===== src/rtl/gol_grid_engine.sv =====
// Game of Life engine: a GRID_H x GRID_W grid evolving under B3/S23 rules.
// Generations advance every `period` frame ticks while running, or once per step
// edge while paused. The display reads `cells` directly.
module gol_grid_engine #(
  parameter int unsigned GRID_W       = 20,
  parameter int unsigned GRID_H       = 20,
  parameter int unsigned WRAP         = 0,
  parameter int unsigned BASE_FRAMES  = 200,
  parameter int unsigned FRAME_STEP   = 50,
  parameter int unsigned SPEED_LEVELS = 4,
  parameter int unsigned GEN_W        = 16
) (
  input  logic                            clk,
  input  logic                            rst,
  input  logic                            load,
  input  logic [GRID_W*GRID_H-1:0]        seed,
  input  logic                            frame_tick,
  input  logic                            speed_btn,
  input  logic                            run,
  input  logic                            step,
  output logic [GRID_W*GRID_H-1:0]        cells,
  output logic [GEN_W-1:0]                gen_count,
  output logic                            gen_pulse,
  output logic                            stable,
  output logic                            extinct,
  output logic [$clog2(SPEED_LEVELS)-1:0] speed_level
);

  localparam int unsigned NCELL = GRID_W * GRID_H;
  localparam int unsigned IW    = $clog2(NCELL);
  localparam int unsigned FW    = $clog2(BASE_FRAMES);
  localparam int unsigned SW    = $clog2(SPEED_LEVELS);
  localparam int          GH    = int'(GRID_H);
  localparam int          GW    = int'(GRID_W);

  logic [NCELL-1:0] cells_q, cells_d, next_cells;
  logic [GEN_W-1:0] gen_q, gen_d;
  logic             pulse_q, pulse_d;
  logic             stable_q, stable_d;
  logic [SW-1:0]    speed_q, speed_d;
  logic [FW-1:0]    fcnt_q, fcnt_d;
  logic             step_q;
  logic             btn_q;

  logic             step_edge, btn_edge;
  logic [FW-1:0]    period_m1;
  logic             tick_commit, commit;

  int               rr, cc;
  logic [3:0]       nbr;

  // Neighbour count and B3/S23 rule for every cell, from the registered grid.
  always_comb begin
    next_cells = '0;
    rr         = 0;
    cc         = 0;
    nbr        = '0;
    for (int r = 0; r < GH; r++) begin
      for (int c = 0; c < GW; c++) begin
        nbr = '0;
        for (int dr = -1; dr <= 1; dr++) begin
          for (int dc = -1; dc <= 1; dc++) begin
            if (dr != 0 || dc != 0) begin
              rr = r + dr;
              cc = c + dc;
              if (WRAP != 0) begin
                rr = (rr + GH) % GH;
                cc = (cc + GW) % GW;
              end
              if (rr >= 0 && rr < GH && cc >= 0 && cc < GW) begin
                nbr = nbr + 4'(cells_q[IW'(rr * GW + cc)]);
              end
            end
          end
        end
        next_cells[IW'(r * GW + c)] = (nbr == 4'd3) |
                                      (cells_q[IW'(r * GW + c)] & (nbr == 4'd2));
      end
    end
  end

  // Commit decision: frame-paced while running, step-edge paced while paused.
  always_comb begin
    step_edge   = step & ~step_q;
    btn_edge    = speed_btn & ~btn_q;
    period_m1   = FW'(BASE_FRAMES - 1 - 32'(speed_q) * FRAME_STEP);
    // >= so a shorter period after a speed change commits on the very next tick
    tick_commit = run & frame_tick & (fcnt_q >= period_m1);
    commit      = tick_commit | (~run & step_edge);
  end

  // Next-state for grid, counters and status; load overrides any commit.
  always_comb begin
    cells_d  = cells_q;
    gen_d    = gen_q;
    pulse_d  = 1'b0;
    stable_d = stable_q;
    fcnt_d   = fcnt_q;
    speed_d  = speed_q;

    if (btn_edge) begin
      speed_d = (32'(speed_q) == SPEED_LEVELS - 1) ? '0 : speed_q + 1'b1;
    end

    if (run && frame_tick) begin
      fcnt_d = tick_commit ? '0 : fcnt_q + 1'b1;
    end

    if (load) begin
      cells_d  = seed;
      gen_d    = '0;
      stable_d = 1'b0;
      fcnt_d   = '0;
    end else if (commit) begin
      cells_d  = next_cells;
      gen_d    = gen_q + 1'b1;
      stable_d = (next_cells == cells_q);
      pulse_d  = 1'b1;
    end
  end

  // State registers with asynchronous reset.
  always_ff @(posedge clk or posedge rst) begin
    if (rst) begin
      cells_q  <= '0;
      gen_q    <= '0;
      pulse_q  <= 1'b0;
      stable_q <= 1'b0;
      speed_q  <= '0;
      fcnt_q   <= '0;
      step_q   <= 1'b0;
      btn_q    <= 1'b0;
    end else begin
      cells_q  <= cells_d;
      gen_q    <= gen_d;
      pulse_q  <= pulse_d;
      stable_q <= stable_d;
      speed_q  <= speed_d;
      fcnt_q   <= fcnt_d;
      step_q   <= step;
      btn_q    <= speed_btn;
    end
  end

  // Output mapping.
  always_comb begin
    cells       = cells_q;
    gen_count   = gen_q;
    gen_pulse   = pulse_q;
    stable      = stable_q;
    extinct     = ~|cells_q;
    speed_level = speed_q;
  end

endmodule

===== config.mk =====
export PLATFORM = sky130hd
export DESIGN_NAME = gol_grid_engine
export DESIGN_NICKNAME = d
export VERILOG_FILES = /design/src/rtl/gol_grid_engine.sv
export SDC_FILE = /design/constraint.sdc
export NUM_CORES = 2
export LEC_CHECK = 0
export BUFFER_PORTS_ARGS = -buffer_cell sky130_fd_sc_hd__clkbuf_2
export CAP_MARGIN = 20
export CORE_MARGIN = 3
export CORE_UTILIZATION = 35
export DETAILED_ROUTE_END_ITERATION = 10
export PLACE_DENSITY_LB_ADDON = 0.3
export SYNTH_ARGS = -nofsm -noshare
export SYNTH_HDL_FRONTEND = slang
export SYNTH_SLANG_ARGS = --single-unit --ignore-timing --ignore-initial --compat-mode --unroll-limit 50000
export TNS_END_PERCENT = 100

===== constraint.sdc =====
create_clock -name clk -period 19.4 [get_ports clk]
set_clock_uncertainty 0.2 [all_clocks]
set_input_delay 1.94 -clock clk [delete_from_list [all_inputs] [get_ports clk]]
set_output_delay 1.94 -clock clk [all_outputs]
set_load 0.05 [all_outputs]

==> key figures <==
Status
  • Status: finished, final reports clean

Timing
  • Fin. max-slew vios: 0
  • Period utilisation layout: 39.0%
  • Crit path time final: 7560 ps
  • PnR worst setup slack: 11,840 ps
  • Setup TNS: 0 ps
  • Max Fclk: 132 MHz
  • Final hold vios: 0
  • Worst Tran Pin Value: 1460 ps
  • RSZ-0062 raised after global routing: no
  • Max-Slew Margin vs Limit: 1.92%
  • Final Setup Violations: 0

Clocking
  • Total CTS buffers: 66
  • # resized after CTS: 0
  • Post-CTS Setup Bufs: 0
  • Cts hold-fix bufs: 0
  • Root Driver: clkbuf_16
  • CTS tree: built
  • Skew-Pair Late Insertion Delay: 750 ps
  • Clk pin slew, worst setup/hold paths: 50 ps
  • Bufs on Longest Clock Path: 3
  • Number of H-tree levels: 3
  • Clk sink count: 430

Yosys
  • Sequential fraction of the synthesis area: 17.9%
  • Ys async rst share: 100%
  • Synthesized flop and latch total: 430
  • Synth top area share: 28.5%
  • Cell Area, Synth: 60,100 sq um
  • Synthesis warning total: 0
  • Largest area contributor in the netlist: fa_1
  • Dominant synthesized flop cell: dfrtp_1
  • Syn avg cell area: 9.33 sq um
  • EDFF count, synth: 0
  • Syn Nets: 8,449
  • Post-synthesis cell count: 6,447
  • Count leader, synth: inv_1
  • Synth top cells by count: inv_1, fa_1, ha_1
  • Synth cell types: 87
  • Ranking of synthesized cells by area: fa_1, dfrtp_1, ha_1

Worst hold path
  • Worst hold path cell count: 2
  • HP Class: flop to flop
  • Worst hold start: cells[278]
  • Hold EP: cells[278]

Placed design
  • Port Buffers: 827
  • Detailed placement HPWL: 312 mm
  • Placement Setup Slack: 12,090 ps
  • GP Congestion: 1.11

Floorplanning
  • Rows: 151
  • Starting density of the core: 35.4%
  • Die height: 420 um
  • Io pins: 828
  • Die W: 420 um
  • Core box area: 170,000 sq um
  • Die Footprint: 177,000 sq um

Worst setup path
  • Worst Path Arrival: 5420 ps
  • Critical path's top delay family: simple AND/OR/NAND/NOR gates
  • Crit. End Element: output pin
  • Worst path most repeated cell: or4_1
  • RR Endpoint: stable
  • R2r startpoint: cells[30]
  • WP buf/inv: 2
  • Critical path's slowest cell: or4_1
  • Setup crit start kind: flop
  • Flop-to-flop setup slack: 11,880 ps
  • Critical path required time: 17,260 ps
  • CP Max Fanout: 10
  • Worst R2R Path Depth: 16
  • Setup Crit Path Kind: flop to output pin
  • Worst-path cell chain: inv_1 -> ha_1 -> nand4_1 -> or4_1 -> or4_1 -> nor3_1 -> clkbuf_2
  • Crit path largest cell delay: 810 ps
  • CP Depth: 7

Cells and area
  • Post-layout util: 41.3%
  • Share of layout cells above drive strength 1: 15.9%
  • Synth-to-Final Area Change: 16.8%
  • Multi-input gate area: 44,500 sq um
  • Final net count: 9,359
  • Filler Cell Count: 17,100
  • Register area: 10,800 sq um

Routing
  • Initial DRC Count: 6,152
  • Avg WL per Cell: 38.2 um
  • Drt via density: 5.98
  • Via count: 57,700
  • Routed WL: 369 mm
  • Antenna viol nets, final: 0
  • First-pass detailed-route iteration total: 6
  • Residual DRC: 0

GRT
  • First-pass GRT wire length: 490 mm
  • Number of global-route vias before repair: 56,500
  • Largest net degree at the start of global routing: 153
  • Initial antenna violation count: 59
  • Grt total ovfl: 0
  • Total track usage: 41.2%

Flow run
  • Total of max-cap violations: 0
state kept, by name (all words and copies together), names as in the netlist:
| signal | count |
|---|---|
| step_q | 1 |
| fcnt_q | 8 |
| stable | 1 |
| cells | 400 |
| btn_q | 1 |
| gen_count | 16 |
| speed_level | 2 |
| gen_pulse | 1 |
cell families (layout without fill, tap and decap cells):
group / count (synthesis) / after routing / share of synthesized area [%]
AO/OA/AOI/OAI: 1425 / 1425 / 15.0
other: 0 / 27 / 0
XOR/XNOR: 29 / 29 / 0.422
adder cells (fa/ha/maj): 1595 / 1595 / 43.9
AND/OR/NAND/NOR: 1643 / 1643 / 14.2
flip-flops: 430 / 430 / 17.9
buffers and inverters: 1305 / 2265 / 8.31
multiplexers: 20 / 20 / 0.339
cell type report:
class / instances / share of cell area (%)
well taps: 2218 / 3.95
multi-input cells: 4712 / 63.4
clock inverters: 31 / 0.673
inverters: 1142 / 6.11
diodes: 27 / 0.0962
repair buffers: 1005 / 7.86
flip-flops and latches: 430 / 15.3
clock buffers: 87 / 2.63
worst min-delay path, stage by stage, from the launching register on:
cell     delay (ps)
dfrtp_1         390
nand2_1          60
o21ai_1          50
how the worst max path moves through the flow:
| stage | start | endpoint | slack [ps] |
|---|---|---|---|
| 6_report | cells[186] | extinct | 11840 |
| 5_1_grt | cells[30] | stable | 11850 |
| 4_1_cts | cells[186] | extinct | 11900 |
| 3_5_place_dp | cells[30] | stable | 12090 |
| 3_3_place_gp | cells[30] | stable | 11810 |
| 2_1_floorplan | rst | btn_q | 5290 |
metrics by stage:
| step | cell area, sq um | instances | hold WS [ps] |
|---|---|---|---|
| 2_1_floorplan | 60100 | 6447 | 287 |
| 3_3_place_gp | 67700 | 9490 | 321 |
| 4_1_cts | 70200 | 9623 | 338 |
| 5_1_grt | 70200 | 9627 | 357 |
| 3_5_place_dp | 67800 | 9505 | 329 |
| 6_report | 70200 | 9652 | 335 |
metal layers:
layer	share of wire [%]	global-route usage, %
met1	39	51.7
met2	44	62.6
met3	9.0	9.61
met4	8.5	28.3
met5	0.037	0
cells in the final DEF (no fill, tap or decap), types with 66 or more instances in the layout:
| master | count |
|---|---|
| nand3_1 | 91 |
| a21oi_1 | 412 |
| buf_4 | 170 |
| o31ai_1 | 114 |
| o21ai_1 | 181 |
| nand2_1 | 627 |
| fa_1 | 856 |
| o21ai_0 | 154 |
| nor2_1 | 225 |
| and3_1 | 69 |
| a211oi_1 | 193 |
| a21o_1 | 137 |
| dfrtp_1 | 430 |
| ha_1 | 739 |
| clkbuf_2 | 827 |
| clkbuf_16 | 66 |
| nor4_1 | 81 |
| nand4_1 | 124 |
| inv_1 | 1140 |
Power is not shown: default switching activity piles up to over one toggle a cycle in this logic, so the estimate is an artifact.
